==> config.mk <==
export PLATFORM = sky130hd
export DESIGN_NAME = tsetlin_bank
export DESIGN_NICKNAME = d
export VERILOG_FILES = /design/src/rtl/tsetlin_bank.sv
export SDC_FILE = /design/constraint.sdc
export NUM_CORES = 1
export LEC_CHECK = 0
export BUFFER_PORTS_ARGS = -buffer_cell sky130_fd_sc_hd__clkbuf_2
export CELL_PAD_IN_SITES_DETAIL_PLACEMENT = 0
export CELL_PAD_IN_SITES_GLOBAL_PLACEMENT = 1
export CORE_MARGIN = 2
export CORE_UTILIZATION = 44
export DETAILED_ROUTE_END_ITERATION = 7
export PLACE_DENSITY = 0.85
export SLEW_MARGIN = 20
export SYNTH_ARGS = -nofsm -noshare
export SYNTH_HDL_FRONTEND = slang
export SYNTH_SLANG_ARGS = --single-unit
==> constraint.sdc <==
create_clock -name clk -period 2.05 [get_ports clk]
set_input_delay 0 -clock clk [delete_from_list [all_inputs] [get_ports clk]]
set_output_delay 0 -clock clk [all_outputs]
set_load 0.03 [all_outputs]
==> src/rtl/tsetlin_bank.sv <==
// ---------------------------------------------------------------------------
// tsetlin_bank
//
// Bank of NUM_TA independent two-action Tsetlin automata. Each automaton holds
// an unsigned state 0..2^STATE_BITS-1; the lower half selects action 0 and the
// upper half action 1, so the action is simply the state MSB. Every automaton
// accepts one reward/penalty update per cycle, all in parallel. A single
// preload port can overwrite one automaton's state, and a registered readback
// port returns the state of a selected automaton.
//
// Ports:
//   clk        rising-edge clock
//   rst        synchronous, active-low reset
//   upd_en     per-automaton update strobe
//   upd_reward per-automaton feedback type (1 = reward, 0 = penalty)
//   ld_en      preload strobe
//   ld_idx     automaton to preload (out-of-range indices are ignored)
//   ld_state   preload value
//   rd_idx     automaton to read back (out-of-range indices read 0)
//   rd_state   registered state of automaton rd_idx, pre-edge value
//   alpha      current action per automaton (state MSB, no extra latency)
//   alpha_chg  one-cycle flag: action of automaton i changed at the last edge
// ---------------------------------------------------------------------------
module tsetlin_bank #(
    parameter int NUM_TA      = 8,
    parameter int STATE_BITS  = 3,
    parameter int INIT_ACTION = 0,
    parameter int IDX_W       = $clog2(NUM_TA)
) (
    input  logic                  clk,
    input  logic                  rst,
    input  logic [NUM_TA-1:0]     upd_en,
    input  logic [NUM_TA-1:0]     upd_reward,
    input  logic                  ld_en,
    input  logic [IDX_W-1:0]      ld_idx,
    input  logic [STATE_BITS-1:0] ld_state,
    input  logic [IDX_W-1:0]      rd_idx,
    output logic [STATE_BITS-1:0] rd_state,
    output logic [NUM_TA-1:0]     alpha,
    output logic [NUM_TA-1:0]     alpha_chg
);

    localparam int SB = STATE_BITS;

    // Last state of action 0 and first state of action 1.
    localparam logic [SB-1:0] C0        = {1'b0, {(SB-1){1'b1}}};
    localparam logic [SB-1:0] C1        = {1'b1, {(SB-1){1'b0}}};
    localparam logic [SB-1:0] S_MAX     = {SB{1'b1}};
    localparam logic [SB-1:0] S_MIN     = {SB{1'b0}};
    localparam logic [SB-1:0] RST_STATE = (INIT_ACTION != 0) ? C1 : C0;

    logic [NUM_TA-1:0][SB-1:0] s_reg;
    logic [NUM_TA-1:0][SB-1:0] s_next;
    logic [NUM_TA-1:0]         alpha_chg_reg;
    logic [NUM_TA-1:0]         alpha_chg_next;
    logic [SB-1:0]             rd_state_reg;
    logic [SB-1:0]             rd_state_next;

    genvar gi;
    generate
        for (gi = 0; gi < NUM_TA; gi++) begin : g_ta
            logic          ld_hit;
            logic          step_up;
            logic [SB-1:0] nxt;

            // An out-of-range ld_idx never matches any gi, so it is dropped.
            assign ld_hit = ld_en && (ld_idx == IDX_W'(gi));

            // Reward pushes deeper into the current action's half, penalty
            // pushes toward the other half. For action 1 "deeper" is up, for
            // action 0 it is down, hence the XNOR.
            assign step_up = upd_reward[gi] ~^ s_reg[gi][SB-1];

            always_comb begin
                nxt = s_reg[gi];
                if (ld_hit) begin
                    nxt = ld_state;
                end else if (upd_en[gi]) begin
                    // The saturation guards only ever bite on rewards: a
                    // penalty at an extreme always moves inward.
                    if (step_up) begin
                        if (s_reg[gi] != S_MAX) begin
                            nxt = s_reg[gi] + 1'b1;
                        end
                    end else begin
                        if (s_reg[gi] != S_MIN) begin
                            nxt = s_reg[gi] - 1'b1;
                        end
                    end
                end
            end

            assign s_next[gi]         = nxt;
            assign alpha_chg_next[gi] = nxt[SB-1] ^ s_reg[gi][SB-1];
            assign alpha[gi]          = s_reg[gi][SB-1];
        end
    endgenerate

    // Readback mux; indices with no matching automaton fall through to zero.
    always_comb begin
        rd_state_next = '0;
        for (int i = 0; i < NUM_TA; i++) begin
            if (rd_idx == IDX_W'(i)) begin
                rd_state_next = s_reg[i];
            end
        end
    end

    always_ff @(posedge clk) begin
        if (!rst) begin
            s_reg         <= {NUM_TA{RST_STATE}};
            alpha_chg_reg <= '0;
            rd_state_reg  <= '0;
        end else begin
            s_reg         <= s_next;
            alpha_chg_reg <= alpha_chg_next;
            rd_state_reg  <= rd_state_next;
        end
    end

    assign alpha_chg = alpha_chg_reg;
    assign rd_state  = rd_state_reg;

endmodule

**Word level (Yosys, flattened, before mapping)**

Index checks and enable logic that the tools add are counted.

- Add/subtract/negate cells: 16
- Equal/unequal tests: 30
- Reductions and logical operators: 42
- Mux-type cells: 48
- Bitwise gates (word level): 16

Operators by type and width:

| operator | number |
|---|---|
| $mux W3 | 48 |
| $reduce_bool A3 Y1 | 16 |
| $add A3 B1 Y3 const B | 8 |
| $eq A3 B3 Y1 const B | 8 |
| $ne A3 B2 Y1 const B | 8 |
| $ne A3 B3 Y1 const B | 8 |
| $reduce_and A3 Y1 | 8 |
| $sub A3 B1 Y3 const B | 8 |
| $reduce_bool A2 Y1 | 8 |
| $eq A3 B2 Y1 const B | 4 |
| $logic_and A1 B1 Y1 | 8 |
| $xnor A1 B1 Y1 | 8 |
| $xor A1 B1 Y1 | 8 |
| $eq A3 B1 Y1 const B | 2 |
| $logic_not A3 Y1 | 2 |

- Input port bits: 28
- Word-level logic and storage cells: 170
- Flip-flop bits (word level): 35

**Depth between registers and ports, before layout**

Gate-level depths: netlist of the first run.

- Depth in word-level cells: 9
- Gate-level depth with buffers: 6
- Gate-level depth less buffers: 6

**Worst setup path before layout of the first run**

Ideal clock, no wire load.

- Path type: register to register
- Start: reg s_reg[21] (netlist name)
- End: reg alpha_chg_reg[7] (netlist: alpha_chg[7])
- Setup time: 0.127 ns
- Path buffers: 0
- Stages on the path, launching flop included: 7
- Slack: 0.494 ns
- Data arrival time: 1.429 ns
- Path through: dfxtp_1 -> inv_1 -> ha_1 -> a21o_2 -> a31oi_2 -> nor4bb_1 -> or3_1

- Word-level cells in the longest chain between the ends: 6
- Elaborated cells between the ends (all ways): 10

RTL lines:

| what | line | RTL |
|---|---|---|
| start: declaration | 52 | `logic [NUM_TA-1:0][SB-1:0] s_reg;` |
| start signal: assignment | 111 | `s_reg <= {NUM_TA{RST_STATE}};` |
| start signal: assignment | 115 | `s_reg <= s_next;` |
| $sub A3 B1 Y3, or another cell as far along | 87 | `nxt = s_reg[gi] - 1'b1;` |
| $mux W3, on equally long branches | 86, 82 |  |
| $mux W3 * | 81 | `if (step_up) begin` |
| $mux W3 * | 78 | `end else if (upd_en[gi]) begin` |
| $mux W3 * | 76 | `if (ld_hit) begin` |
| $xor A1 B1 Y1 * | 94 | `assign alpha_chg_next[gi] = nxt[SB-1] ^ s_reg[gi][SB-1];` |
| end signal: assignment | 116 | `alpha_chg_reg <= alpha_chg_next;` |
| end: declaration | 54 | `logic [NUM_TA-1:0] alpha_chg_reg;` |

Mark *: on every way between the ends. The rest lies on a longest branch, timed or not. The select of a mux whose other input is x is not followed.
A chain may end at the register's enable or synchronous reset.

**Worst setup path in the final report of the first run**

Same ends and word-level chain as after synthesis.

==> summary.md, run 1 <==
| Metric | Value |
|---|---|
| Seq cells post-synth | `35` |
| Post-Route Utilization | `49.5%` |
| Cell area after layout | `3380 µm²` |
| Initial DRC Count | `91` |
| Vias | `2601` |
| Hold depth | `4` |
| WS Path Type | `reg -> reg` |
| NetSw | `between 0.0009 and 0.001 W` |
| Register Area | `701 µm²` |
| Slew Limit Fails | `0` |
| Fill cells | `between 600 and 700` |
| Clock tree from TritonCTS | `done` |
| Reg-to-reg startpoint | `s_reg[21]` |
| Max Clock Skew | `0.00627 ns` |
| Max incr delay on CP | `0.39 ns` |
| GRT overflow | `0` |
| Multi-input logic area | `2090 µm²` |
| CTS buffer count | `5` |
| Total GRT Usage | `18.2%` |
| Critical Path Source Type | `register` |
| Synth async-reset ratio | `0%` |
| Netlist Area Pre-Place | `between 3000 and 4000 µm²` |
| Hold Startpoint | `upd_en[5]` |
| Slowest-stage cell, CP | `dfxtp_1` |
| Switching Share | `between 30% and 40%` |
| Later-pin clock latency in the skew report | `0.29 ns` |
| Setup Viol. Count Final | `0` |
| Synth Instances | `362` |
| Top_reg_cell synth | `dfxtp_1` |
| Initial antenna violation count | `0` |
| Post-Syn Nets | `between 400 and 500` |
| Synth Area per Inst | `8.62 µm²` |
| Die X-Extent | `~88 µm` |
| Placer Congestion | `0.743` |
| Largest register FFs | `16` |
| Slew @ Worst Pin | `0.521 ns` |
| First drt pass iteration count | `4` |
| Clock network power share | `23.4%` |
| Worst-path fanout max | `4` |
| Lkg Pwr | `1.73 nW` |
| Combinational share of power | `39.0%` |
| CP Capture Type | `register` |
| Std cell rows | `30` |
| First-pass GRT wire length | `11200 µm` |
| Yosys cell types | `51` |
| CP delay by family, top | `simple AND/OR/NAND/NOR gates` |
| MaxCap Viol Count | `0` |
| ANT cells | `0` |
| R2R Path End | `alpha_chg[7]` |
| Area growth syn-to-layout | `8.30%` |
| IO Count | `47` |
| Sequential area share after synthesis | `22.4%` |
| Layout Cells excl Fill | `between 400 and 500` |
| Routed WL | `6770 µm` |
| Status | `finished clean` |
| HPWL Detailed | `5060 µm` |
| Critical Path RT | `between 2 and 2.5 ns` |
| Worst hold path class | `in -> reg` |
| Cts-stage hold buffer count | `0` |
| Clock Root Buffer | `clkbuf_8` |
| Die area | `7780 µm²` |
| Fin crit period | `1.70 ns` |
| VDD IR-drop max | `around 0.29 mV` |
| Critical-path cell list | `inv_1 -> ha_1 -> a21o_2 -> a31oi_2 -> nor4bb_1 -> or3_1` |
| TNS Setup | `0 ns` |
| Fin. Hold Viols | `0` |
| Fin nets | `434` |
| Number of port buffers | `46` |
| F_max | `587 MHz` |
| Reg clk slew, reported paths | `0.08 ns` |
| DR vias/cell | `around 5.4` |
| Clk buf depth | `2` |
| Number of clock sinks | `35` |
| Initial Util | `45.7%` |
| Reg power frac | `37.5%` |
| Htree depth | `2` |
| FF-to-FF setup slack | `0.35 ns` |
| DR DRC count | `0` |
| Pint | `0.00153 W` |
| Power density cells | `about 720 nW/µm²` |
| Dpl cells | `471` |
| Share of cells above drive strength 1 | `17.8%` |
| RSZ-0062 raised after global routing | `no` |
| Post-synth EDFFs | `0` |
| Largest net degree at the start of global routing | `33` |
| Slew headroom | `between 60% and 70%` |
| Core Area | `6830 µm²` |
| Tcrit/Tclk final | `83.1%` |
| Routed Antenna Nets | `0` |
| WL/cell | `14.1 µm` |
| Vias in the first global route | `2354` |
| Post-CTS resize count | `0` |
| CP Data Arrival Time | `between 1.5 and 2 ns` |
| Min-Delay Endpoint | `alpha_chg[5]` |
| Yosys Warn Count | `0` |
| Number of buffers and inverters on the critical path | `1` |
| R2R depth | `6` |
| Total design power | `0.00245 W` |
| Placement-stage cell area | `around 3300 µm²` |
| Post-CTS Setup Inserts | `0` |
| Die Span Y | `88.2 µm` |
-- cell families after synthesis --
logic type      Yosys count  synth area share (%)
buf+inv                  68                  10.7
simple gates            119                  26.3
flops                    35                  22.4
fa+ha+maj                24                  9.62
mux                      32                  11.1
compound gates           68                  15.4
xor+xnor                 16                  4.49
-- layout make-up --
type,instances,share of cell area (%)
multi-input cells,259,61.7
flip-flops and latches,35,20.7
repair buffers,48,7.25
inverters,33,3.66
well taps,96,3.55
clock buffers,7,2.85
clock inverters,1,0.222
-- cells in the final DEF, fill, tap and decap left out, drive strengths merged, types with 2 or more instances in the layout --
cell	n
ha	24
a21o	11
o211a	9
nor4bb	7
nand3	8
a31oi	23
inv	32
buf	2
dfxtp	35
nand2b	9
nand2	11
nor2b	2
xor2	8
mux4	2
and4bb	3
nand3b	23
nand4	6
xnor2	8
nor2	26
and4	3
clkbuf	53
o22a	2
nand4b	5
and3	2
o21ai	13
a21oi	4
mux2i	29
nand4bb	6
or3	3
-- worst min-delay path, cell delays in order --
cell and delay (ns):
clkbuf_2 0.11, o21ai_1 0.09, nand3_1 0.08, nand4_1 0.08
-- per-layer routing --
layer	vias to the layer above	share of wire [%]	track usage, %
met5	-	0	0
met4	0	0.99	4.13
met3	7	3.7	3.26
met2	51	48	31.7
met1	1219	47	23.4
li1	1324	-	-
-- cell usage after synthesis, types with 4 or more instances --
cell type,number,area (µm²)
nor2_1,26,97.6
mux2i_1,29,290
nand2_1,11,41.3
inv_1,32,120
nand4bb_1,6,67.6
xor2_1,8,70.1
a21oi_1,4,20.0
o21ai_1,10,50.1
nand4_1,5,31.3
a21o_1,9,67.6
clkbuf_1,4,15.0
dfxtp_1,35,701
ha_1,24,300
nor4bb_1,7,70.1
xnor2_1,8,70.1
buf_2,15,75.1
a31oi_1,21,131
nand3_1,8,40.0
nand3b_1,23,173
nand2b_1,8,50.1
o211a_1,9,90.1
buf_4,10,75.1
-- power by group through the flow --
stage / combinational [W] / clock [W] / sequential [W]
final: 0.000957 / 0.000574 / 0.000919
after global routing: 0.00107 / 0.000617 / 0.000938
after CTS: 0.000966 / 0.000593 / 0.000919
after detailed placement: 0.000961 / 0 / 0.000936
after global placement: 0.000940 / 0 / 0.000931
after floorplan: 0.000777 / 0 / 0.000935
-- worst max-delay path by stage --
| stage | from | endpoint | slack [ns] | depth (start not counted) |
|---|---|---|---|---|
| 2_1_floorplan | s_reg[21] | alpha_chg[7] | 0.49 | 6 |
| 3_3_place_gp | s_reg[21] | alpha_chg[7] | 0.42 | 6 |
| 3_5_place_dp | s_reg[21] | alpha_chg[7] | 0.37 | 6 |
| 4_1_cts | s_reg[21] | alpha_chg[7] | 0.35 | 6 |
| 5_1_grt | s_reg[9] | alpha_chg[3] | 0.25 | 6 |
| 6_report | s_reg[21] | alpha_chg[7] | 0.35 | 6 |
-- per-stage QoR --
step                hold WS [ns]  worst slack [ns]
floorplan                  0.259             0.494
global placement           0.415             0.416
detailed placement         0.433             0.366
CTS                        0.120             0.350
global route               0.176             0.251
finish                     0.126             0.345
(Power assumes the default switching activity.)
==> run 2: changes to the inputs <==
clock period = 1.8 ns   (was 2.05 ns; I/O delays follow)
==> run 2 against run 1 <==
  * Sequential power rose by 14%
  * Global-route usage is 0.24 points higher
  * Hold slack worse by 0.024 ns
  * Cell count unchanged
  * Combinational power rose by 14%
  * Critical path depth did not move
  * Highest routed layer unchanged
==> summary.md, run 2 (synthesized netlist as in run 1, its figures left out) <==
| Metric | Value |
|---|---|
| Slew headroom | `64.7% (-0.55 points)` |
| First drt pass iteration count | `4 (unchanged)` |
| Total GRT Usage | `18.4% (+0.24 points)` |
| TNS Setup | `0 ns (unchanged)` |
| RSZ-0062 raised after global routing | `no` |
| Cell area after layout | `3400 µm² (+0.44%)` |
| Critical Path Source Type | `register` |
| Clock Root Buffer | `clkbuf_8` |
| Number of buffers and inverters on the critical path | `1 (unchanged)` |
| Number of port buffers | `46 (unchanged)` |
| Clock tree from TritonCTS | `done` |
| Htree depth | `2 (unchanged)` |
| FF-to-FF setup slack | `0.13 ns (-0.21 ns)` |
| First-pass GRT wire length | `11300 µm (+1.4%)` |
| Worst setup endpoint | `alpha_chg[6]` |
| IO Count | `47 (unchanged)` |
| Die X-Extent | `88.2 µm (unchanged)` |
| Fin nets | `434 (unchanged)` |
| Crit. path cell count | `6 (unchanged)` |
| ANT cells | `0 (unchanged)` |
| Die Span Y | `88.2 µm (unchanged)` |
| Vias | `2585 (-0.62%)` |
| Reg-to-reg startpoint | `s_reg[18]` |
| Reg power frac | `36.3% (-1.2 points)` |
| CP delay by family, top | `simple AND/OR/NAND/NOR gates` |
| Power density cells | `852 nW/µm² (+18%)` |
| GRT overflow | `0 (unchanged)` |
| Placer Congestion | `0.752 (+1.3%)` |
| GR Util met3 | `2.80% (-0.47 points)` |
| Routed Antenna Nets | `0 (unchanged)` |
| Core Area | `6830 µm² (unchanged)` |
| Largest net degree at the start of global routing | `36 (+9.1%)` |
| Tcrit/Tclk final | `92.7% (+9.6 points)` |
| Slew @ Worst Pin | `0.530 ns (+0.00826 ns)` |
| WS Path Type | `reg -> reg` |
| Met1 Resource Use GR | `24.1% (+0.76 points)` |
| F_max | `599 MHz (+2.1%)` |
| Post-CTS Setup Inserts | `0 (unchanged)` |
| CP Data Arrival Time | `1.84 ns (-0.05 ns)` |
| Switching Share | `36.3% (-1.2 points)` |
| Std cell rows | `30 (unchanged)` |
| Reg clk slew, reported paths | `0.07 ns (about the same)` |
| MaxCap Viol Count | `0 (unchanged)` |
| Pint | `0.00184 W (+20%)` |
| Clock network power share | `26.1% (+2.7 points)` |
| Routed WL | `6830 µm (+0.77%)` |
| Critical Path RT | `1.98 ns (-0.25 ns)` |
| Die area | `7780 µm² (unchanged)` |
| Largest register FFs | `16 (unchanged)` |
| WL/cell | `14.3 µm (+0.77%)` |
| HPWL Detailed | `5060 µm (about the same)` |
| Setup Viol. Count Final | `0 (unchanged)` |
| Met2 global-route usage | `32.0% (+0.27 points)` |
| Cts-stage hold buffer count | `0 (unchanged)` |
| Crit path launch | `s_reg[18]` |
| Worst hold path class | `in -> reg` |
| Clk buf depth | `2 (unchanged)` |
| Placement Setup Slack | `0.119 ns (-0.247 ns)` |
| Vias in the first global route | `2334 (-0.85%)` |
| Share of cells above drive strength 1 | `18.0% (+0.26 points)` |
| Combinational share of power | `37.6% (-1.4 points)` |
| Fin crit period | `1.67 ns (-0.0354 ns)` |
| Critical-path cell list | `inv_1 -> ha_1 -> a21o_2 -> a31oi_2 -> nor4bb_1 -> or3_1` |
| Area growth syn-to-layout | `8.78%` |
| Later-pin clock latency in the skew report | `0.29 ns (about the same)` |
| Max Clock Skew | `0.00534 ns (-0.000927 ns)` |
| Worst setup margin | `0.131 ns (-0.215 ns)` |
| CP Capture Type | `register` |
| Lkg Pwr | `1.74 nW (+0.60%)` |
| CTS buffer count | `5 (unchanged)` |
| Status | `finished clean` |
| R2R Path End | `alpha_chg[6]` |
| Initial antenna violation count | `0 (unchanged)` |
| Highest-count cells in the layout ignoring fill and taps | `clkbuf_2 (46), dfxtp_1 (34), inv_1 (32)` |
| Slew Limit Fails | `0 (unchanged)` |
| Most common cell after layout, fill and taps aside | `clkbuf_2` |
| VDD IR-drop max | `0.298 mV (+4.4%)` |
| Fin. Hold Viols | `0 (unchanged)` |
| DR DRC count | `0 (unchanged)` |
| Layer with the highest usage | `met2` |
| R2R depth | `6 (unchanged)` |
| Initial Util | `45.7% (unchanged)` |
| Max incr delay on CP | `0.37 ns (-0.02 ns)` |
| Worst-path fanout max | `4 (unchanged)` |
| NetSw | `0.00105 W (+14%)` |
| Number of clock sinks | `35 (unchanged)` |
| Placement-stage cell area | `3280 µm² (unchanged)` |
| Slowest-stage cell, CP | `or3_1` |
| DR vias/cell | `5.40 (-0.62%)` |
| Initial DRC Count | `158 (+74%)` |
run 2: cell count changes in the layout (fill, tap and decap cells not counted):
cell,before,now
bufinv_16,0,1
clkbuf_8,7,6
clkinv_2,0,1
clkinvlp_4,1,0
dfxtp_1,35,34
dfxtp_2,0,1
run 2: routing by layer:
layer / part of all wire, % / vias to the layer above
li1: - / 1320
met1: 47 / 1222
met2: 49 / 38
met3: 3.1 / 5
met4: 0.84 / 0
met5: 0 / -
run 2: worst min-delay path: stages:
cell and delay (ns):
clkbuf_2 0.10, o21ai_1 0.09, nand3_1 0.07, nand4_1 0.07
run 2: area by class of cell:
cell class | count | area (µm²)
Tap cell | 96 | 120
Multi-Input combinational cell | 259 | 2090
Clock buffer | 6 | 82.6
Fill cell | 688 | 3440
Timing Repair Buffer | 48 | 245
Inverter | 33 | 124
Clock inverter | 2 | 35.0
Sequential cell | 35 | 702
run 2: how the worst min path moves through the flow:
| stage | from | to | slack, ns | cells past startpoint |
|---|---|---|---|---|
| floorplan | upd_en[5] | alpha_chg[5] | 0.26 | 3 |
| global placement | rst | alpha[6] | 0.41 | 2 |
| detailed placement | upd_en[5] | alpha_chg[5] | 0.41 | 4 |
| CTS | upd_en[5] | alpha_chg[5] | 0.10 | 4 |
| global route | rst | alpha[3] | 0.15 | 2 |
| finish | upd_en[5] | alpha_chg[5] | 0.10 | 4 |
run 2: what timing repair did:
item / CTS / global route
endpoints found under the setup margin: 0 / 1
hold endpoints to repair: 0 / 0
gates resized for setup: 0 / 1
run 2: through the flow:
stage	power (W)	utilization, %	cells	hold WS, ns
2_1_floorplan	0.00195	-	362	0.259
3_3_place_gp	0.00213	48.0	471	0.414
3_5_place_dp	0.00216	48.0	471	0.412
4_1_cts	0.00291	49.7	479	0.103
5_1_grt	0.00309	49.7	479	0.151
6_report	0.00289	49.7	479	0.102
run 2: power groups by stage:
stage               Sequential (W)  Clock, W  Combinational, W
CTS                        0.00105  0.000769           0.00110
floorplan                  0.00106         0          0.000884
detailed placement         0.00107         0           0.00109
global placement           0.00106         0           0.00107
finish                     0.00105  0.000756           0.00109
global route               0.00107  0.000800           0.00122
